<file path="src/rtl/fetch_pkg.sv">
// rtl/fetch_pkg.sv - shared constants and types for the instruction-fetch stage
package fetch_pkg;

  localparam logic [31:0] NOP              = 32'h0000_0013;
  localparam logic [31:0] DEFAULT_RESET_PC = 32'h0000_0000;

  typedef enum logic {
    ST_RUN   = 1'b0,
    ST_FAULT = 1'b1
  } fetch_state_e;

  // Fault/redirect causes, shared with decode and hazard logic
  localparam logic [1:0] CAUSE_NONE       = 2'd0;
  localparam logic [1:0] CAUSE_REDIRECT   = 2'd1;
  localparam logic [1:0] CAUSE_MISALIGNED = 2'd2;
  localparam logic [1:0] CAUSE_RANGE      = 2'd3;

endpackage

</file>
<file path="src/rtl/pc_next_sel.sv">
// rtl/pc_next_sel.sv - next-pc selection with redirect, stall and fault detection
module pc_next_sel
  import fetch_pkg::*;
#(
  parameter int unsigned IMEM_DEPTH = 32
) (
  input  logic         i_state_fault,
  input  logic [31:0]  i_pc,
  input  logic         i_redirect,
  input  logic [31:0]  i_redirect_pc,
  input  logic         i_stall,
  output logic [31:0]  o_next_pc,
  output logic         o_flush,
  output logic         o_fault_trig
);

  localparam logic [29:0] DEPTH_W = 30'(IMEM_DEPTH);

  always_comb begin
    o_next_pc    = i_pc;
    o_flush      = 1'b0;
    o_fault_trig = 1'b0;
    if (!i_state_fault) begin
      // Redirect outranks stall so a taken branch is never lost behind a hazard
      if (i_redirect) begin
        o_flush = 1'b1;
        if (i_redirect_pc[1:0] != 2'b00) begin
          o_fault_trig = 1'b1;
        end else begin
          o_next_pc = i_redirect_pc;
        end
      end else if (!i_stall) begin
        if (i_pc[31:2] >= DEPTH_W) begin
          o_fault_trig = 1'b1;
          o_flush      = 1'b1;
        end else begin
          o_next_pc = i_pc + 32'd4;
        end
      end
    end
  end

endmodule

</file>
<file path="src/rtl/fetch_stage.sv">
// rtl/fetch_stage.sv - pc register, fetch state machine and IF/ID register
module fetch_stage
  import fetch_pkg::*;
#(
  parameter logic [31:0] RESET_PC   = DEFAULT_RESET_PC,
  parameter int unsigned IMEM_DEPTH = 32
) (
  input  logic        clock,
  input  logic        reset,
  input  logic        stall,
  input  logic        redirect,
  input  logic [31:0] redirect_pc,
  output logic [31:0] imem_addr,
  input  logic [31:0] imem_instr,
  output logic [31:0] if_pc,
  output logic [31:0] if_instr,
  output logic        if_valid,
  output logic        fault
);

  fetch_state_e r_state;
  fetch_state_e w_state_next;
  logic [31:0]  r_pc;
  logic [31:0]  r_if_pc;
  logic [31:0]  r_if_instr;
  logic         r_if_valid;
  logic [31:0]  w_next_pc;
  logic         w_flush;
  logic         w_fault_trig;

  pc_next_sel #(
    .IMEM_DEPTH(IMEM_DEPTH)
  ) u_pc_next_sel (
    .i_state_fault(r_state == ST_FAULT),
    .i_pc         (r_pc),
    .i_redirect   (redirect),
    .i_redirect_pc(redirect_pc),
    .i_stall      (stall),
    .o_next_pc    (w_next_pc),
    .o_flush      (w_flush),
    .o_fault_trig (w_fault_trig)
  );

  always_ff @(posedge clock or posedge reset) begin
    if (reset) begin
      r_state <= ST_RUN;
    end else begin
      r_state <= w_state_next;
    end
  end

  always_comb begin
    w_state_next = r_state;
    case (r_state)
      ST_RUN:   if (w_fault_trig) w_state_next = ST_FAULT;
      ST_FAULT: w_state_next = ST_FAULT;
      default:  w_state_next = ST_FAULT;
    endcase
  end

  // FAULT entry already flushed IF/ID, so the FAULT state simply freezes everything
  always_ff @(posedge clock or posedge reset) begin
    if (reset) begin
      r_pc       <= RESET_PC;
      r_if_pc    <= 32'h0;
      r_if_instr <= NOP;
      r_if_valid <= 1'b0;
    end else if (r_state == ST_RUN) begin
      r_pc <= w_next_pc;
      if (w_flush) begin
        r_if_valid <= 1'b0;
        r_if_instr <= NOP;
      end else if (!stall) begin
        r_if_pc    <= r_pc;
        r_if_instr <= imem_instr;
        r_if_valid <= 1'b1;
      end
    end
  end

  assign imem_addr = {2'b00, r_pc[31:2]};
  assign if_pc     = r_if_pc;
  assign if_instr  = r_if_instr;
  assign if_valid  = r_if_valid;
  assign fault     = (r_state == ST_FAULT);

endmodule

</file>
<file path="config.mk">
export PLATFORM = sky130hd
export DESIGN_NAME = fetch_stage
export DESIGN_NICKNAME = d
export VERILOG_FILES = /design/src/rtl/fetch_pkg.sv /design/src/rtl/pc_next_sel.sv /design/src/rtl/fetch_stage.sv
export SDC_FILE = /design/constraint.sdc
export NUM_CORES = 1
export LEC_CHECK = 0
export ABC_AREA = 1
export CAP_MARGIN = 20
export CORE_MARGIN = 5
export CORE_UTILIZATION = 40
export DETAILED_ROUTE_END_ITERATION = 7
export MAX_ROUTING_LAYER = met4
export PLACE_DENSITY_LB_ADDON = 0.25
export RECOVER_POWER = 100
export SLEW_MARGIN = 20
export SYNTH_ARGS = -nofsm -noshare
export SYNTH_HDL_FRONTEND = slang
export SYNTH_HIERARCHICAL = 1
export SYNTH_SLANG_ARGS = --single-unit
export TNS_END_PERCENT = 5
</file>
<file path="constraint.sdc">
create_clock -name clock -period 5.7 [get_ports clock]
set_input_delay 1.14 -clock clock [delete_from_list [all_inputs] [get_ports clock]]
set_output_delay 1.14 -clock clock [all_outputs]
set_load 0.005 [all_outputs]
</file>
======== Yosys cells after proc, flatten, opt, wreduce, memory -nomap -nowiden ========
Cells that the tools add are included.
cells by class
  bitwise logic cells ..................... 3
  order comparisons ....................... 1
  reduce and logical (&&, ||, !) cells .... 4
  add/sub/neg operators ................... 1
  eq/ne operators ......................... 4
  muxes and demuxes ....................... 17
operators with widths
  operator                                                                count
  32-bit two-way mux                                                      6
  32-bit by 3-bit adder with 32-bit output, second input constant         1
  30-bit by 6-bit >= comparator with 1-bit output, second input constant  1
  1-bit two-way mux                                                       10
  2-bit by 1-bit != test with 1-bit output, second input constant         2
  2-bit != test, second input constant                                    2
  4-bit AND reduction                                                     1
  1-bit inverter                                                          3
  3-bit AND reduction                                                     1
  1-bit case mux with 2 select lines                                      1
  2-bit AND reduction                                                     1
  2-bit nonzero test                                                      1
word-level totals
  register bits ........................... 98
  logic and storage cells ................. 35

======== Longest topological paths before layout ========
Gate-level depths: netlist (run 1).
  depth in word-level cells ............... 7
  mapped depth ............................ 13
  gate-level depth less buffers ........... 12

======== Cells and area by module ========
The synthesis (run 1) kept the hierarchy.
modules (own cells, without submodules)
  module       cells each  area each (um^2)  times used
  fetch_stage  461         4,149.0           1
  pc_next_sel  261         1,223.7           1

======== Worst setup path after synthesis (run 1) ========
Ideal clock, no wire load.
  path kind ............................... in2reg
  start point ............................. in redirect_pc[0]
  end point ............................... reg r_state (netlist: fault)
  stages .................................. 5
  arrival time ............................ 2,018 ps
  path buffers ............................ 1
  setup time .............................. 127 ps
  setup slack ............................. 3,555 ps
  data required time ...................... 5,573 ps
  cell sequence ........................... nor2_2 -> buf_2 -> nand2_1 -> nor3b_1 -> or2_2
on the way
  cells in the longest elaborated chain, start to end .. 6
RTL lines
  item                                line               RTL
  start, declared                     fetch_stage.sv:12  input logic [31:0] redirect_pc,
  2-bit nonzero test                  pc_next_sel.sv:27  if (i_redirect_pc[1:0] != 2'b00) begin
  1-bit two-way mux                   pc_next_sel.sv:27
  1-bit two-way mux                   pc_next_sel.sv:25  if (i_redirect) begin
  1-bit two-way mux                   pc_next_sel.sv:23  if (!i_state_fault) begin
  named net w_fault_trig              fetch_stage.sv:29  logic w_fault_trig;
  1-bit two-way mux                   fetch_stage.sv:55  ST_RUN: if (w_fault_trig) w_state_next = ST_FAULT;
  1-bit case mux with 2 select lines  fetch_stage.sv:54  case (r_state)
  named net w_state_next              fetch_stage.sv:22  fetch_state_e w_state_next;
  end signal, assigned                fetch_stage.sv:48  r_state <= w_state_next;
  end, declared                       fetch_stage.sv:21  fetch_state_e r_state;
The timed path passes the listed nets, and every way through them passes these cells.
A chain may end at the register's enable or synchronous reset.

======== Worst setup path after layout (run 1) ========
  start point ............................. in redirect_pc[0]
  end point ............................... reg r_pc[23]
on the way
  cells in the longest elaborated chain, start to end .. 3
RTL lines
  item                                  line               RTL
  2-bit nonzero test                    pc_next_sel.sv:27
  2-bit != test (no source line)        --
  4-bit AND reduction (no source line)  --
  end signal, assigned                  fetch_stage.sv:69  r_pc <= w_next_pc;
  end, declared                         fetch_stage.sv:23  logic [31:0] r_pc;
Every way passes these cells.

==> flow_summary.toml, run 1 <==
[status]
outcome = "finished with violations"
violations_in_the_final_reports = "max-capacitance violations, max-slew violations"

[finish]
finalCoreUtilization_pct = 53.8
fin_nets = 896
diodes = 0
drive_above_1_share_pct = 4.57
area_growth_pct = 32.2
multi_input_area_um2 = 2320
fill_cells = 1240
seq_area_um2 = 2460

[sta]
drv_slew = 60
fin_hold_ws_ps = 471
report.final.hold_viol_count = 0
fin_setup_tns_ps = 0
timing_worst_slew_pin_value_ps = 2550
timing.final.crit_share_pct = 74.4
skew_ps = 6.46
max_slew_margin_pct = -70.7
maximum_clock_rate_mhz = 236
finalCriticalPeriod_ps = 4240
final-setup-viol-count = 0
rsz_0062_raised_after_global_routing = "false"

[critical_path]
criticalPathCategory = "input port to flop"
cp-start-kind = "input port"
worst_ep_arrival_time_ps = 4480
reg2reg_to = "if_pc[18]"
critical_path.reg2reg.startpoint = "r_pc[30]"
critical_path.max_fanout = 27
r2r_setup_slack_ps = 2020
worstSetupStartpoint = "redirect_pc[0]"
timing.critical_path.to_type = "flop"
worstRegToRegCells = 14
timing.critical_path.required_ps = 5940
endpoint = "r_pc[23]"

[power]
total_leakage_power_nw = 3.59
power.density_nw_per_um2 = 433
design_power_total_w = 0.00307
ir_worst_vdd_mv = 0.180

[placed_design]
numPortBuffers = 163
place.gp.congestion = 0.791
dp_hpwl_um = 10400

[die]
num_rows = 42
core-area_um2 = 13200
die_w_um = 126
die_area_um2 = 15800
effective_utilization_at_floorplan_pct = 40.7
die_h_um = 126
num_io_pins = 166

[synthesis]
netlist_top_cells_area = "dfrtp_1, nand2_1, nand3_1, nor2_1, buf_4"
avgSynthCellArea_um2 = 7.44
number_of_synthesized_flops_with_an_enable_pin = 0
synth.yosys.warnings = 6
synth_seq_cells = 98
ys_dominant_reg_cell = "dfrtp_1"
synth_most_common_cell = "nand2_1"
synth.largest_area_cell = "dfrtp_1"
proportion_of_synthesized_chip_area_in_sequential_cells_pct = 45.7
syn_inst = 722
share_of_synthesized_registers_carrying_an_async_set_or_reset_pct = 100
synth.cells.most_frequent = "nand2_1, nand3_1, dfrtp_1, nor2_1, buf_4"
post_synth_instance_area_um2 = 5370
share_of_the_synthesized_area_in_the_top_cell_type_pct = 44.2
synthDistinctLibCells = 32

[clocking]
postCtsHoldBufs = 0
cts_buffers = 9
cts.htree.levels = 3
cts_setup_buffers = 0
clockBufferDepth = 2
cts_resized = 0
clock_tree_from_tritoncts = "yes"
cts_sinks = 98
worst_setup_hold_path_clk_slew_ps = 70
cell_chosen_for_the_clock_root = "clkbuf_16"
clk_latency_ps = 350

[hold_path]
hold-path-cell-count = 2
min_path_type = "flop to flop"

[detailed_routing]
routed_wirelength_um = 15600
detailed_route_wire_length_per_cell_um = 15.5
drt_pass1_iterations = 5
route.vias.total = 5235
drt.antenna.violating_nets = 0
drt_iter0_drc = 443
average_vias_per_placed_instance = 5.20
drcViolationCount = 0

[global_route]
via_count_of_the_first_global_routing_pass = 5031
grt_pass1_wl_um = 25500
grt_antenna_before_repair = 0
largest_net_degree_at_the_start_of_global_routing = 65
overflow = 0
grt_util_all_layers_pct = 20.0

[run]
cap_violations = 1
==> through the flow <==
stage                     worst slack [ps]  instance area, um2  instances
after floorplan                       2000                5380        723
after global placement                2110                6780        991
after detailed placement              1980                6780        991
after CTS                             2350                7120       1007
after global routing                  1160                7100       1007
final                                 1460                7100       1007
==> worst min-delay path by stage <==
stage / from / to / slack (ps)
2_1_floorplan: r_pc[0] / r_pc[0] / 460
3_3_place_gp: if_pc[1] / if_pc[1] / 460
3_5_place_dp: if_pc[28] / if_pc[28] / 460
4_1_cts: if_pc[28] / if_pc[28] / 480
5_1_grt: if_instr[4] / if_instr[4] / 500
6_report: if_pc[3] / if_pc[3] / 470
==> state kept, by name, indices dropped and copies added, names as in the netlist <==
signal and cells:
fault 1, if_valid 1, r_pc 32, if_pc 32, if_instr 32
==> per-layer routing <==
| metal | track usage (%) | wire (um) |
|---|---|---|
| met2 | 30.5 | 7250 |
| met3 | 3.34 | 1140 |
| met4 | 7.63 | 283 |
| met5 | - | 0 |
| met1 | 26.7 | 6940 |
==> layout make-up <==
cell class,instances,share of cell area [%]
tap,176,3.10
multi-input combinational,525,32.7
sequential,98,34.6
clock buffer,10,3.22
inverter,21,1.13
clock inverter,6,1.59
timing repair buffer,171,23.7
==> cells in the final DEF (no fill, tap or decap), types with 2 or more instances in the layout <==
| master | instances |
|---|---|
| clkbuf_2 | 2 |
| nand4_1 | 3 |
| o21ai_0 | 34 |
| o21bai_1 | 6 |
| o21ai_1 | 2 |
| dfstp_2 | 3 |
| ha_1 | 2 |
| bufinv_16 | 3 |
| clkinv_1 | 2 |
| dlygate4sd3_1 | 99 |
| buf_4 | 5 |
| nand2_1 | 241 |
| nand3_1 | 105 |
| inv_6 | 2 |
| clkbuf_1 | 2 |
| dfrtp_1 | 95 |
| a21oi_1 | 7 |
| clkbuf_16 | 9 |
| a31oi_1 | 23 |
| clkdlybuf4s50_1 | 64 |
| nand2_2 | 4 |
| conb_1 | 2 |
| nor2_1 | 86 |
| inv_2 | 3 |
| inv_1 | 15 |
==> kinds of logic after synthesis <==
| group | Yosys count | share of synthesized area, % |
|---|---|---|
| buffers and inverters | 100 | 10.9 |
| other | 1 | 0.0698 |
| adder cells (fa/ha/maj) | 2 | 0.466 |
| AND/OR/NAND/NOR | 446 | 34.7 |
| flip-flops | 98 | 45.7 |
| AO/OA/AOI/OAI | 75 | 8.10 |
==> report_power, final <==
part	switching (W)	total, W	internal, W
logic	0.000515	0.00112	0.000609
registers	0.000285	0.00125	0.000966
clock network	0.000267	0.000698	0.000432
total	0.00107	0.00307	0.00201
==> worst max-delay path: stages <==
cell	delay, ps
dlygate4sd3_1	530
nor2_1	810
clkbuf_1	850
inv_2	440
o21ai_0	280
o21bai_1	150
a31oi_1	120
nand2_1	90
nand2_1	60
Note: power is estimated with default switching activity, not from simulation.
==> inputs of run 2 (changes only) <==
==> constraint.sdc (replaced) <==
create_clock -name clock -period 3.9 [get_ports clock]
set_input_delay 0.78 -clock clock [delete_from_list [all_inputs] [get_ports clock]]
set_output_delay 0.78 -clock clock [all_outputs]
set_load 0.005 [all_outputs]
==> run 2 against run 1 <==
- the flow still finishes with violations (max-capacitance violations, max-slew violations)
- cell count up 0.20%
- die area unchanged
- flip-flop and latch count unchanged
- final area down 0.67%
- power up 41%
- clock skew up 1.4 ps
- utilization down 0.36 points
- combinational power up 47%
- sequential share of layout area up 0.23 points
- worst setup slack worse by 480 ps
- wire length down 1.4%
- largest cell class unchanged
==> flow_summary.toml, run 2 (synthesis gave the netlist of run 1 again) <==
[die]
effective_utilization_at_floorplan_pct = 40.7
num_rows = 42
core-area_um2 = 13200
num_io_pins = 166
die_area_um2 = 15800
die_w_um = 126
die_h_um = 126

[finish]
fin_nets = 898
drive_above_1_share_pct = 4.44
fill_cells = 1237
post-route-cell-area_um2 = 7050
layout.cells.most_common_list = "nand2_1, nand3_1, dlygate4sd3_1"
area_growth_pct = 31.3
diodes = 0
multi_input_area_um2 = 2300
seq_area_um2 = 2460
most_common_library_cell_in_the_layout_ignoring_fill_and_taps = "nand2_1"

[sta]
final-setup-viol-count = 0
finalCriticalPeriod_ps = 2920
fin_setup_tns_ps = 0
rsz_0062_raised_after_global_routing = "false"
timing.final.crit_share_pct = 74.9
timing_worst_slew_pin_value_ps = 2100
skew_ps = 7.87
report.final.hold_viol_count = 0
maximum_clock_rate_mhz = 342
drv_slew = 57
max_slew_margin_pct = -40.4

[critical_path]
critical_path.max_fanout = 27
worstSetupStartpoint = "redirect_pc[0]"
worstRegToRegCells = 11
endpoint = "r_pc[4]"
r2r_setup_slack_ps = 1000
worst_ep_arrival_time_ps = 3150
reg2reg_to = "if_instr[18]"
timing.critical_path.to_type = "flop"
crit_chain = "dlygate4sd3_1 -> nor2_1 -> inv_1 -> o21ai_0 -> o21ai_0 -> inv_1 -> a21oi_2 -> nand2_1 -> nand2_1"
critical-path-max-stage-delay_ps = 580
timing.critical_path.required_ps = 4130
worst_path_max_delay_cell = "inv_1"
criticalPathCategory = "input port to flop"
critical_path.reg2reg.startpoint = "r_pc[30]"
cp-start-kind = "input port"

[global_route]
grt_antenna_before_repair = 0
grt_util_all_layers_pct = 19.5
grt_pass1_wl_um = 24800
overflow = 0
via_count_of_the_first_global_routing_pass = 4852
largest_net_degree_at_the_start_of_global_routing = 65

[status]
outcome = "finished with violations"
violations_in_the_final_reports = "max-capacitance violations, max-slew violations"

[placed_design]
numPortBuffers = 163
dp_hpwl_um = 10300
place.gp.congestion = 0.831
dpl-instance-area_um2 = 6800

[clocking]
worst_setup_hold_path_clk_slew_ps = 60
cts_resized = 0
cts_setup_buffers = 0
clk_latency_ps = 340
cts.htree.levels = 3
postCtsHoldBufs = 0
cts_sinks = 98
clock_tree_from_tritoncts = "yes"
cts_buffers = 9
cell_chosen_for_the_clock_root = "clkbuf_16"
clockBufferDepth = 2

[run]
cap_violations = 1

[detailed_routing]
drt_iter0_drc = 530
routed_wirelength_um = 15400
drcViolationCount = 0
average_vias_per_placed_instance = 5.08
drt_pass1_iterations = 5
drt.antenna.violating_nets = 0
detailed_route_wire_length_per_cell_um = 15.2
route.vias.total = 5128

[power]
power.density_nw_per_um2 = 615
ir_worst_vdd_mv = 0.269
total_leakage_power_nw = 3.55
design_power_total_w = 0.00434

[hold_path]
min_path_type = "flop to flop"
run 2: routing by layer:
| layer | up-vias | GRT usage [%] | share of wire, % |
|---|---|---|---|
| met5 | - | - | 0 |
| met4 | 0 | 5.74 | 1.2 |
| met3 | 10 | 3.98 | 7.1 |
| met2 | 202 | 30.0 | 46 |
| met1 | 2413 | 26.3 | 46 |
| li1 | 2503 | - | - |
run 2: worst min path at each step:
stage / startpoint / end / slack, ps / cells after the start
3_3_place_gp: if_pc[28] / if_pc[28] / 460 / 2
6_report: if_pc[7] / if_pc[7] / 470 / 2
4_1_cts: if_pc[7] / if_pc[7] / 480 / 2
5_1_grt: if_pc[24] / if_pc[24] / 490 / 2
2_1_floorplan: r_pc[0] / r_pc[0] / 460 / 2
3_5_place_dp: if_pc[24] / if_pc[24] / 460 / 2
run 2: layout make-up:
class / instances / share of cell area (%)
multi-input cells: 525 / 32.7
clock buffers: 11 / 3.30
flip-flops and latches: 98 / 34.8
repair buffers: 173 / 24.2
inverters: 21 / 1.12
well taps: 176 / 3.12
clock inverters: 5 / 0.780
run 2: metrics by stage:
stage	worst slack (ps)	std cells	utilization [%]	hold slack, ps
after floorplan	563	723	-	462
after global placement	1200	993	51.5	455
after detailed placement	1090	993	51.5	463
after CTS	1450	1009	53.7	478
after global routing	664	1009	53.5	490
final	977	1009	53.5	470
run 2: critical path, delay by kind of cell:
kind / cells / cell delay [ps]
AOI/OAI and AO/OA: 3 / 450
buffers and inverters: 3 / 1230
and+or+nand+nor: 3 / 690
run 2: report_power, final:
group	internal (W)	switching (W)	total, W	leakage [nW]
logic	0.000895	0.000751	0.00165	2.15
clock network	0.000496	0.000375	0.000871	0.136
registers	0.00141	0.000407	0.00182	1.26
total	0.00280	0.00153	0.00434	3.55
==> inputs of run 3 (changes only) <==
==> constraint.sdc (replaced) <==
create_clock -name clock -period 2.75 [get_ports clock]
set_input_delay 0.55 -clock clock [delete_from_list [all_inputs] [get_ports clock]]
set_output_delay 0.55 -clock clock [all_outputs]
set_load 0.005 [all_outputs]
==> run 3 against run 2 <==
- the run now ends clean
- wire length grew 0.96%
- clock power is 60% higher
- die area unchanged
- global-route usage up 0.42 points
- critical path type is now flop to flop
- largest cell class unchanged
- largest power group unchanged
==> flow_summary.toml, run 3 (synthesis gave the netlist of run 1 again) <==
[detailed_routing]
route.vias.total = 5285
drt_iter0_drc = 443
drt.antenna.violating_nets = 0
routed_wirelength_um = 15500
drt_pass1_iterations = 6
detailed_route_wire_length_per_cell_um = 15.3
drcViolationCount = 0
average_vias_per_placed_instance = 5.20

[clocking]
postCtsHoldBufs = 0
cts_sinks = 98
worst_setup_hold_path_clk_slew_ps = 70
clockBufferDepth = 2
cts.htree.levels = 3
cts_resized = 0
cell_chosen_for_the_clock_root = "clkbuf_16"
cts_setup_buffers = 0
clk_latency_ps = 340
cts_buffers = 9
clock_tree_from_tritoncts = "yes"

[global_route]
overflow = 0
grt_antenna_before_repair = 0
grt_util_all_layers_pct = 20.0
via_count_of_the_first_global_routing_pass = 5058
grt_pass1_wl_um = 25500
largest_net_degree_at_the_start_of_global_routing = 99

[critical_path]
critical-path-max-stage-delay_ps = 460
worst_path_max_delay_cell = "dfrtp_1"
worst_ep_arrival_time_ps = 2600
timing.critical_path.to_type = "flop"
crit_chain = "nor2_1 -> nand2_1 -> nor2_1 -> nand2_1 -> nor2_8 -> nor2_1 -> nor2_1 -> nor2_1 -> inv_2 -> nand2_1 -> clkbuf_2 -> nand2_1 -> nand2_1"
critical_path.max_fanout = 14
cp-start-kind = "flop"
criticalPathCategory = "flop to flop"
timing.critical_path.required_ps = 2990

[power]
ir_worst_vdd_mv = 0.373
combinationalPowerShare_pct = 37.7
share_clk_of_total_power_pct = 22.0
design_power_total_w = 0.00633
internal_power_w = 0.00412
sw_share_pct = 35.0
power.density_nw_per_um2 = 883
total_leakage_power_nw = 3.63
total_switching_power_w = 0.00222
sequential_power_share_pct = 40.3

[sta]
max_slew_margin_pct = 8.46
fin_ws_ps = 384
maximum_clock_rate_mhz = 423
finalCriticalPeriod_ps = 2370
fin_hold_ws_ps = 468
final-setup-viol-count = 0
skew_ps = 7.97
fin_setup_tns_ps = 0
report.final.hold_viol_count = 0
timing.final.crit_share_pct = 86.0
drv_slew = 0
timing_worst_slew_pin_value_ps = 1370
rsz_0062_raised_after_global_routing = "false"

[finish]
seq_area_um2 = 2460
diodes = 0
layout.cells.most_common_list = "nand2_1, nand3_1, dlygate4sd3_1"
most_common_library_cell_in_the_layout_ignoring_fill_and_taps = "nand2_1"
multi_input_area_um2 = 2320
fill_cells = 1206
area_growth_pct = 33.5
drive_above_1_share_pct = 5.71
finalCoreUtilization_pct = 54.4
fin_nets = 906

[die]
num_io_pins = 166
num_rows = 42
die_area_um2 = 15800
die_w_um = 126
effective_utilization_at_floorplan_pct = 40.7
die_h_um = 126
core-area_um2 = 13200

[hold_path]
min_path_type = "flop to flop"

[placed_design]
dp_hpwl_um = 10700
placement.setup.worst_slack_ps = 336
place.gp.congestion = 0.810
numPortBuffers = 163

[status]
outcome = "completed"

[run]
cap_violations = 0
[run 3: cell count changes in the layout (fill, tap and decap cells not counted), sizes merged]
| cell | previous run | this run |
|---|---|---|
| dlygate4sd3 | 96 | 97 |
| buf | 10 | 13 |
| inv | 20 | 21 |
| bufinv | 1 | 2 |
| clkdlybuf4s50 | 67 | 66 |
| clkinvlp | 2 | 1 |
| clkbuf | 11 | 15 |
[run 3: cell type report]
type,count,area share (%)
Multi-Input combinational cell,525,32.4
Tap cell,176,3.07
Clock inverter,6,1.22
Clock buffer,10,3.33
Sequential cell,98,34.2
Inverter,21,1.15
Timing Repair Buffer,181,24.6
[run 3: power groups by stage]
stage | registers, W | clock network (W) | logic [W]
6_report | 0.00255 | 0.00139 | 0.00239
5_1_grt | 0.00266 | 0.00149 | 0.00268
4_1_cts | 0.00258 | 0.00143 | 0.00264
3_5_place_dp | 0.00260 | 0 | 0.00263
3_3_place_gp | 0.00257 | 0 | 0.00256
2_1_floorplan | 0.00250 | 0 | 0.00139
[run 3: final timing paths]
| kind | slack [ps] | startpoint | cells past startpoint | to |
|---|---|---|---|---|
| min | 470 | if_pc[1] | 2 | if_pc[1] |
| max reg2reg | 380 | r_pc[27] | 13 | if_pc[13] |
| min in group asynchronous | 1170 | reset | 3 | if_pc[27] |
| max | 380 | r_pc[27] | 13 | if_pc[13] |
| max in group asynchronous | 700 | reset | 3 | if_pc[9] |
| min reg2reg | 470 | if_pc[1] | 2 | if_pc[1] |
[run 3: per-layer routing]
layer	up-vias	GRT usage, %	part of all wire (%)
met5	-	-	0
met4	0	6.18	1.6
met3	24	4.36	6.7
met2	221	31.0	47
met1	2498	26.3	45
li1	2542	-	-
[run 3: critical path: cells and delay by family (launching register included)]
family	cells	cell delay (ps)
buf+inv	2	530
simple gates	11	1270
flops	1	460
[run 3: metrics by stage]
| step | std cells | cell area, um2 |
|---|---|---|
| 2_1_floorplan | 723 | 5380 |
| 5_1_grt | 1017 | 7170 |
| 4_1_cts | 1017 | 7210 |
| 3_3_place_gp | 1001 | 6880 |
| 6_report | 1017 | 7170 |
| 3_5_place_dp | 1001 | 6880 |
